===== src/rtl/switch_meta_bridge_if.sv =====
// Handshake bundle between the bridge and the switch ingress/egress logic.
// master = bridge side, slave = switch pipeline side.
interface switch_meta_bridge_if;
   logic        ing_valid;
   logic [31:0] ing_data;
   logic        ing_ready;
   logic        egr_valid;
   logic [31:0] egr_data;
   logic        egr_ready;

   modport master (
      output ing_valid, ing_data, egr_ready,
      input  ing_ready, egr_valid, egr_data
   );

   modport slave (
      input  ing_valid, ing_data, egr_ready,
      output ing_ready, egr_valid, egr_data
   );
endinterface


===== src/rtl/switch_meta_bridge.sv =====
// Software metadata -> ingress FIFO, egress results -> readback FIFO.
// Define META_DROP_CNT_EN to build the saturating drop counter.
module switch_meta_bridge #(
   parameter int META_DEPTH = 8,
   parameter int EGR_DEPTH  = 8
) (
   input  logic                 clk,
   input  logic                 reset,
   input  logic                 meta_en,
   input  logic [31:0]          meta_in,
   input  logic [31:0]          ctrl,
   input  logic                 rd_pop,
   switch_meta_bridge_if.master bus,
   output logic [31:0]          data_from_egress,
   output logic                 done,
   output logic [15:0]          drop_cnt
);

   localparam int MAW = $clog2(META_DEPTH);
   localparam int EAW = $clog2(EGR_DEPTH);
   localparam logic [MAW:0] MFULL = (MAW+1)'(META_DEPTH);
   localparam logic [EAW:0] EFULL = (EAW+1)'(EGR_DEPTH);

   logic en;
   logic flush;
   logic unused_ctrl;

   assign en          = ctrl[0];
   assign flush       = ctrl[1];
   assign unused_ctrl = ^ctrl[31:2];

   logic [31:0]    mmem [META_DEPTH];
   logic [MAW-1:0] mwr;
   logic [MAW-1:0] mrd;
   logic [MAW:0]   mcnt;
   logic           mfull;
   logic           mempty;
   logic           mpush;
   logic           mpop;

   assign mfull         = (mcnt == MFULL);
   assign mempty        = (mcnt == '0);
   assign bus.ing_valid = en & ~mempty;
   assign bus.ing_data  = bus.ing_valid ? mmem[mrd] : '0;
   assign mpop          = bus.ing_valid & bus.ing_ready;
   assign mpush         = meta_en & (~mfull | mpop);

   // Ingress pointers and occupancy; flush and reset drop everything.
   always_ff @(posedge clk) begin
      if (reset | flush) begin
         mwr  <= '0;
         mrd  <= '0;
         mcnt <= '0;
      end else begin
         if (mpush) mwr <= mwr + MAW'(1);
         if (mpop)  mrd <= mrd + MAW'(1);
         case ({mpush, mpop})
            2'b10:   mcnt <= mcnt + (MAW+1)'(1);
            2'b01:   mcnt <= mcnt - (MAW+1)'(1);
            default: mcnt <= mcnt;
         endcase
      end
   end

   // Ingress storage; contents need no reset since pointers gate reads.
   always_ff @(posedge clk) begin
      if (mpush & ~flush & ~reset) mmem[mwr] <= meta_in;
   end

   logic [31:0]    emem [EGR_DEPTH];
   logic [EAW-1:0] ewr;
   logic [EAW-1:0] erd;
   logic [EAW:0]   ecnt;
   logic           epush;
   logic           epop;

   assign done             = (ecnt != '0);
   assign data_from_egress = done ? emem[erd] : '0;
   assign bus.egr_ready    = en & (ecnt != EFULL);
   assign epush            = bus.egr_valid & bus.egr_ready;
   assign epop             = rd_pop & done;

   // Egress pointers and occupancy; pops on empty are ignored.
   always_ff @(posedge clk) begin
      if (reset | flush) begin
         ewr  <= '0;
         erd  <= '0;
         ecnt <= '0;
      end else begin
         if (epush) ewr <= ewr + EAW'(1);
         if (epop)  erd <= erd + EAW'(1);
         case ({epush, epop})
            2'b10:   ecnt <= ecnt + (EAW+1)'(1);
            2'b01:   ecnt <= ecnt - (EAW+1)'(1);
            default: ecnt <= ecnt;
         endcase
      end
   end

   // Egress storage write.
   always_ff @(posedge clk) begin
      if (epush & ~flush & ~reset) emem[ewr] <= bus.egr_data;
   end

`ifdef META_DROP_CNT_EN
   logic [15:0] drops;

   // Count words refused while the ingress FIFO is full; saturates.
   always_ff @(posedge clk) begin
      if (reset | flush) begin
         drops <= '0;
      end else if (meta_en & ~mpush & (drops != 16'hFFFF)) begin
         drops <= drops + 16'd1;
      end
   end

   assign drop_cnt = drops;
`else
   assign drop_cnt = '0;
`endif

endmodule


===== src/flat_wrapper.sv =====
// flat-port wrapper written by rule: the top's interface ports become plain ports
module switch_meta_bridge_flat 
#(
   parameter int META_DEPTH = 8,
   parameter int EGR_DEPTH  = 8
)
  (clk, reset, meta_en, meta_in, ctrl, rd_pop, data_from_egress, done, drop_cnt, bus_ing_valid, bus_ing_data, bus_egr_ready, bus_ing_ready, bus_egr_valid, bus_egr_data);
  switch_meta_bridge_if bus_i ();
  input  logic clk;
  input  logic reset;
  input  logic meta_en;
  input  logic [31:0] meta_in;
  input  logic [31:0] ctrl;
  input  logic rd_pop;
  output logic [31:0] data_from_egress;
  output logic done;
  output logic [15:0] drop_cnt;
  output wire logic [$bits(bus_i.ing_valid)-1:0] bus_ing_valid;
  output wire logic [$bits(bus_i.ing_data)-1:0] bus_ing_data;
  output wire logic [$bits(bus_i.egr_ready)-1:0] bus_egr_ready;
  input wire logic [$bits(bus_i.ing_ready)-1:0] bus_ing_ready;
  input wire logic [$bits(bus_i.egr_valid)-1:0] bus_egr_valid;
  input wire logic [$bits(bus_i.egr_data)-1:0] bus_egr_data;
  assign bus_ing_valid = bus_i.ing_valid;
  assign bus_ing_data = bus_i.ing_data;
  assign bus_egr_ready = bus_i.egr_ready;
  assign bus_i.ing_ready = bus_ing_ready;
  assign bus_i.egr_valid = bus_egr_valid;
  assign bus_i.egr_data = bus_egr_data;
  switch_meta_bridge #(.META_DEPTH(META_DEPTH), .EGR_DEPTH(EGR_DEPTH)) u_core (.clk(clk), .reset(reset), .meta_en(meta_en), .meta_in(meta_in), .ctrl(ctrl), .rd_pop(rd_pop), .bus(bus_i), .data_from_egress(data_from_egress), .done(done), .drop_cnt(drop_cnt));
endmodule

===== config.mk =====
export PLATFORM = sky130hd
export DESIGN_NAME = switch_meta_bridge_flat
export DESIGN_NICKNAME = d
export VERILOG_FILES = /design/src/rtl/switch_meta_bridge_if.sv /design/src/rtl/switch_meta_bridge.sv /design/src/flat_wrapper.sv
export SDC_FILE = /design/constraint.sdc
export NUM_CORES = 1
export LEC_CHECK = 0
export CORE_ASPECT_RATIO = 0.7
export CORE_MARGIN = 2
export CORE_UTILIZATION = 35
export DETAILED_ROUTE_END_ITERATION = 7
export PLACE_DENSITY = 0.56
export SYNTH_ARGS = -nofsm -noshare
export SYNTH_HDL_FRONTEND = slang
export SYNTH_SLANG_ARGS = --single-unit
export TNS_END_PERCENT = 100

===== constraint.sdc =====
create_clock -name clk -period 6.3 [get_ports clk]
set_clock_uncertainty 0.05 [all_clocks]
set_input_delay 1.26 -clock clk [delete_from_list [all_inputs] [get_ports clk]]
set_output_delay 1.26 -clock clk [all_outputs]
set_load 0.05 [all_outputs]

* Yosys cells after proc, flatten, opt, wreduce, memory -nomap -nowiden
Memory sizes are Yosys's and may differ from the RTL's. A register that Yosys moved wholly into a read port is not among the register bits.
Cells that the tools add are included.
** Storage, ports and cells
- Flip-flop bits (word level) :: 20
- Memory bits (writable) :: 512
- Bits of input ports :: 102
- Output and inout port bits :: 83
- Word-level logic and storage cells :: 54
- Memories kept :: 2
** Operators by class
- Add/sub/neg operators :: 8
- Equal/unequal tests :: 6
- Mux-type cells :: 12
- Bitwise operators :: 16
- Reduce and logical (&&, ||, !) cells :: 4
** Memory list
- u_core.emem :: depth 8, bits a word 32, rd ports 1, clocked after memory_dff 1, write ports 1, RTL line switch_meta_bridge.sv:70 : logic [31:0] emem [EGR_DEPTH];
- u_core.mmem :: depth 8, bits a word 32, rd ports 1, clocked after memory_dff 1, write ports 1, RTL line switch_meta_bridge.sv:32 : logic [31:0] mmem [META_DEPTH];
** Operator list (number)
- two-way mux 32 bit :: 2
- case mux 4 bit (2 select lines) :: 2
- adder 3 x 1 -> 3 bit (second input constant) :: 4
- two-way mux 3 bit :: 4
- bitwise AND 1 bit :: 10
- adder 4 x 1 -> 4 bit (second input constant) :: 2
- subtractor 4 x 1 -> 4 bit (second input constant) :: 2
- == test 2 x 1 -> 1 bit (second input constant) :: 2
- == test 2 bit (second input constant) :: 2
- == test 4 bit (second input constant) :: 1
- logical NOT 4 bit :: 1
- two-way mux 1 bit :: 4
- inequality test 4 bit (second input constant) :: 1
- NOT 1 bit :: 4
- nonzero test 2 bit :: 2
- nonzero test 4 bit :: 1
- OR 1 bit :: 2

* Longest topological paths before layout
Gate-level depths: netlist of run 1.
- Depth in word-level cells :: 10
- Mapped depth :: 12
- Depth with buffers taken out :: 12

* Least setup slack after synthesis of run 1
No wires, ideal clock.
- Path type :: input to register
- Start :: in reset
- End :: mem u_core.mmem[1][0] (enable)
- Library setup time :: 0.502 ns
- Arrival :: 4.917 ns
- Required time :: 5.748 ns
- Path slack :: 0.831 ns
- Stages on the path :: 3
- Buffers on the path :: 0
- Cells stage by stage :: nor2_1 -> o21ai_1 -> nor4_1
** On the way
- Cells in the longest elaborated chain, start to end :: 4
** Ends and longest elaborated chain
- from (decl) :: RTL line flat_wrapper.sv:10 : input logic reset;
- NOT 1 bit :: RTL line switch_meta_bridge.sv:67 : if (mpush & ~flush & ~reset) mmem[mwr] <= meta_in;
- bitwise AND 1 bit :: RTL line switch_meta_bridge.sv:67
- two-way mux 1 bit :: RTL line switch_meta_bridge.sv:67
- two-way mux 1 bit (implied by the code) :: RTL line switch_meta_bridge.sv:67
- to (decl) :: RTL line switch_meta_bridge.sv:32
No other way between the ends.

==> impl_metrics.yaml, run 1 <==
timing:
  setup_viol: 0
  hold_viol_final: 0
  timing.final.crit_share_pct: 76.5
  rsz0062_at_grt: "false"
  finalCriticalPeriod_ns: 4.82
  maxSlewHeadroom_pct: 34.7
  setup_ws_ns: 1.48
  hold_slack_ns: 0.425
  fin_setup_tns_ns: 0
  max_freq_mhz: 207
  slew_viol_final: 0
  tightest_slew_ns: 0.975
synthesis:
  yosysTopAreaCell: "edfxtp_1"
  synth_top_area_share_pct: 73.7
  ys_top_cells_by_area: "edfxtp_1, mux4_2, mux2i_1"
  synth-edff-count: 512
  synth_warnings: 0
  ys_seq_elements: 538
  synth_area_um2: 20900
  avgSynthCellArea_um2: 21.3
  yosys_most_used_dff: "edfxtp_1"
  async_reset_ff_share_pct: 0
  yosysSeqAreaShare_pct: 76.1
  syn_inst: 982
  yosysUniqueCellTypes: 47
detailed_routing:
  viasPerCell: 4.81
  num_vias: 9580
  drt.antenna.violating_nets: 0
  wire_per_inst_um: 21.1
  drc: 0
  drtPass1Iterations: 5
  wl_mm: 42.0
  drtIter0Drc: 714
clock_network:
  cts-buffers-inserted: 52
  cts_tree: "done"
  clk_latency_ns: 0.58
  post_cts_buffers: 0
  clk_pin_slew_ns: 0.06
  cts-resized-gates: 0
  cts_hold_buf: 0
  htree_levels: 2
  cts.sinks: 538
  clock-root-buffer: "clkbuf_16"
  cts.path.max_buffers: 3
status:
  outcome: "complete, no violations"
power_and_ir_drop:
  switchingPower_mw: 1.48
  power_density_nw_per_um2: 287
  p_seq_share_pct: 55.2
  p_sw_share_pct: 20.7
  irDropWorstVdd_v: 0.000202
  pwr-share-comb_pct: 4.0
  p_clk_share_pct: 40.8
  intPower_mw: 5.65
  leakage_nw: 7.47
grt:
  grt.overflow.total: 0
  track_usage_pct: 13.6
  antenna_found_initial: 1
  grt_pass1_vias: 9769
  grt_pass1_wl_mm: 62.5
  grt_max_degree: 45
floorplanning:
  rows: 74
  ios: 185
  dieWidth_um: 296
  die_y_um: 208
  dieArea_um2: 61600
  core_area_um2: 58600
  start_util_pct: 35.6
critical_path:
  startpoint_type: "flop"
  path_class: "reg2out"
  path_max_fanout: 44
  required_ns: 4.99
  cp-end-kind: "output port"
  arrival_ns: 3.51
final_layout:
  final_common_cell: "edfxtp_1"
  drive_above_1_share_pct: 21.8
  final_cell_mix: "edfxtp_1, clkdlybuf4s50_1, mux4_2"
  final_core_util_pct: 42.4
  fin_area_um2: 24800
  fillers: 5062
  layout-area-overhead-vs-synth_pct: 19.0
  antenna_cells: 0
  nets: 1266
worst_hold_path:
  hp-class: "reg2reg"
place:
  place.gp.congestion: 0.684
  preCtsSetupSlack_ns: 1.58
  port_buffers: 138
  postPlaceCellArea_um2: 23300
  dp_hpwl_mm: 23.9
job:
  maxCapViolCount: 0
## cell type report
cell class,count,area (um2),area share [%]
clock buffers,63,1360,5.49
clock inverters,30,204,0.821
inverters,7,26.3,0.106
multi-input cells,390,4750,19.1
flip-flops and latches,538,15900,64.0
well taps,798,998,4.02
repair buffers,164,1590,6.40
## power groups by stage
stage	registers, mW	logic, mW	clock network (mW)
finish	3.94	0.286	2.91
global route	3.94	0.306	3.14
CTS	3.94	0.290	3.00
detailed placement	4.01	0.289	0
global placement	4.01	0.285	0
floorplan	4.01	0.161	0
## metrics by stage
step                std cells  total power, mW
floorplan                 997             4.17
global placement         1897             4.30
detailed placement       1897             4.30
CTS                      1990             7.23
global route             1990             7.38
finish                   1990             7.13
## critical path, stage by stage (launching register included)
cell	delay, ns
dfxtp_4	0.95
buf_4	0.38
mux4_2	0.52
mux2i_1	0.24
nor2_1	0.07
clkdlybuf4s50_1	0.74
## metal layers
layer	global-route usage, %	vias up	routed length, um
met2	20.8	164	19700
li1	-	4315	-
met4	3.69	2	739
met5	0	-	16
met1	20.0	5037	20000
met3	2.40	62	1610
## synth_stat cells, types with 7 or more instances
cell type	count
buf_4	28
nor2_1	92
mux4_2	128
nand2_1	8
nand3_1	7
clkbuf_1	21
ha_1	10
dfxtp_1	26
edfxtp_1	512
mux2i_1	68
buf_2	9
xor2_1	9
## state kept, by name, summed over array words and instances (netlist names), named ones only
| name | cells |
|---|---|
| u_core.mrd | 3 |
| u_core.ewr | 3 |
| u_core.ecnt | 4 |
| u_core.mcnt | 4 |
| u_core.mmem | 256 |
| u_core.emem | 256 |
| u_core.erd | 3 |
| u_core.mwr | 3 |
## path summary, 6_finish.rpt
kind	cells past startpoint	slack [ns]	startpoint	to
worst max register to register	12	2.97	u_core.mcnt[0]$_SDFFE_PP0P_	u_core.mcnt[2]$_SDFFE_PP0P_
worst max-delay path	5	1.48	flop	bus_ing_data[15]
worst min register to register	2	0.43	u_core.mrd[1]$_SDFFE_PP0P_	flop
worst min-delay path	2	0.43	u_core.mrd[1]$_SDFFE_PP0P_	flop
## kinds of logic (layout without fill, tap and decap cells)
logic type                 count (synthesis)  in the layout  share of synthesized area (%)
DFF                                      538            538                           76.1
muxes                                    196            196                           17.1
and+or+nand+nor                          135            135                           3.00
buffers and inverters                     69            264                           1.83
AOI/OAI and AO/OA                         20             20                          0.653
xor gates and xnor gates                  12             12                          0.576
adders and majority gates                 11             11                          0.695
other                                      1             16                         0.0180
No activity file was read; power rests on OpenSTA's default activity.
==> inputs of run 2 (changes only) <==
--- a/config.mk
+++ b/config.mk
@@ -9,7 +9,7 @@
 export CORE_MARGIN = 2
 export CORE_UTILIZATION = 35
 export DETAILED_ROUTE_END_ITERATION = 7
-export PLACE_DENSITY = 0.56
+export PLACE_DENSITY = 0.58
 export SYNTH_ARGS = -nofsm -noshare
 export SYNTH_HDL_FRONTEND = slang
 export SYNTH_SLANG_ARGS = --single-unit
==> constraint.sdc (replaced) <==
create_clock -name clk -period 4 [get_ports clk]
set_clock_uncertainty 0.05 [all_clocks]
set_input_delay 0.8 -clock clk [delete_from_list [all_inputs] [get_ports clk]]
set_output_delay 0.8 -clock clk [all_outputs]
set_load 0.05 [all_outputs]
==> run 2 against run 1 <==
Non-clock buffer count grew 13; utilization grew 0.50 points; critical path depth stayed put; setup slack worse by 1.3 ns; first-iteration DRC count decreased by 1.1%; total power increased by 58%; combinational power is 61% higher.
==> impl_metrics.yaml, run 2 (synthesis results as in run 1) <==
power_and_ir_drop:
  irDropWorstVdd_v: 0.000296
  power_density_nw_per_um2: 449
  leakage_nw: 7.70
timing:
  max_freq_mhz: 263
  setup_viol: 0
  tightest_slew_ns: 0.858
  hold_viol_final: 0
  slew_viol_final: 0
  maxSlewHeadroom_pct: 42.5
  setup_ws_ns: 0.203
  timing.final.crit_share_pct: 94.9
  finalCriticalPeriod_ns: 3.80
  rsz0062_at_grt: "false"
clock_network:
  clk_latency_ns: 0.57
  cts-buffers-inserted: 52
  clk_pin_slew_ns: 0.06
  cts_tree: "done"
  htree_levels: 2
  clock-root-buffer: "clkbuf_16"
  cts.sinks: 538
  cts_hold_buf: 0
  cts.path.max_buffers: 3
grt:
  grt_max_degree: 34
  grt_pass1_vias: 10155
  grt.overflow.total: 0
  track_usage_pct: 13.7
  grt_pass1_wl_mm: 63.5
  antenna_found_initial: 1
floorplanning:
  dieWidth_um: 296
  rows: 74
  ios: 185
  die_y_um: 208
  dieArea_um2: 61600
  start_util_pct: 35.6
  core_area_um2: 58600
place:
  dp_hpwl_mm: 23.8
  place.gp.congestion: 0.705
  port_buffers: 138
  preCtsSetupSlack_ns: 0.564
detailed_routing:
  wire_per_inst_um: 21.0
  num_vias: 9683
  drtPass1Iterations: 5
  drtIter0Drc: 706
  wl_mm: 42.2
  drc: 0
  drt.antenna.violating_nets: 0
  viasPerCell: 4.82
critical_path:
  path_class: "reg2out"
  r2r_start: "u_core.mcnt[1]$_SDFFE_PP0P_"
  startpoint_type: "flop"
  path_max_fanout: 14
  arrival_ns: 2.95
  r2r_end: "u_core.mcnt[2]$_SDFFE_PP0P_"
  rrSetupSlack_ns: 1.01
  reg2reg_depth: 12
  required_ns: 3.15
  cp-end-kind: "output port"
final_layout:
  top_regs: "u_core.emem: 256 flops, u_core.mmem: 256 flops"
  nets: 1279
  final_core_util_pct: 42.9
  final_common_cell: "edfxtp_1"
  final_cell_mix: "edfxtp_1, mux4_2, clkdlybuf4s50_1"
  fillers: 5058
  layout-area-overhead-vs-synth_pct: 20.4
  drive_above_1_share_pct: 25.6
job:
  maxCapViolCount: 0
worst_hold_path:
  hold_depth: 2
  hp-class: "reg2reg"
  hp-start: "u_core.mrd[1]$_SDFFE_PP0P_"
status:
  outcome: "complete, no violations"
-- run 2: how the worst max path moves through the flow --
stage                 start                           to  slack (ns)  depth (start not counted)
floorplan             reset  u_core.mmem[1][0]$_DFFE_PP_       -1.01                          3
global route           flop         data_from_egress[13]        0.01                          5
global placement    ctrl[0]  u_core.mcnt[2]$_SDFFE_PP0P_        0.61                         12
CTS                    flop         data_from_egress[21]        0.06                          5
finish                 flop         data_from_egress[13]        0.20                          5
detailed placement  ctrl[0]  u_core.mcnt[2]$_SDFFE_PP0P_        0.56                         12
-- run 2: power by group --
part	internal (mW)	switching, mW
Combinational	0.168	0.293
Clock	2.60	2.02
Sequential	6.19	0.0137
-- run 2: final cells by class --
cell class | count | area, um2 | share of cell area (%)
Inverter | 7 | 26.3 | 0.105
Sequential cell | 538 | 15900 | 63.3
Tap cell | 798 | 998 | 3.97
Multi-Input combinational cell | 390 | 4780 | 19.0
Antenna cell | 1 | 2.50 | 0.00996
Timing Repair Buffer | 177 | 1810 | 7.19
Clock inverter | 29 | 200 | 0.797
Clock buffer | 69 | 1410 | 5.60
-- run 2: through the flow --
step	instance area, um2	hold WS [ns]	TNS, ns	total power, mW	cells
2_1_floorplan	21000	0.404	-100.21	6.57	997
3_3_place_gp	23500	0.416	0	6.77	1910
3_5_place_dp	23500	0.441	0	6.78	1910
4_1_cts	25100	0.454	0	11.4	2008
5_1_grt	25100	0.472	0	11.7	2009
6_report	25100	0.446	0	11.3	2009
-- run 2: worst max-delay path: stages, from the launching register on --
cell and delay (ns):
dfxtp_4 0.55, buf_4 0.34, mux4_2 0.55, mux2i_1 0.14, nor2_1 0.07, clkdlybuf4s50_1 0.72
-- run 2: timing repair --
item | CTS | global route
gates resized for setup | 0 | 2
endpoints found under the setup margin | 0 | 2
buffers inserted | 0 | 0
-- run 2: metal layers --
metal,up-vias,global-route usage (%),routed length (um)
met4,0,3.66,684
met3,46,2.45,1750
met1,5114,19.5,19500
li1,4346,-,-
met5,-,0,0
met2,177,21.9,20300
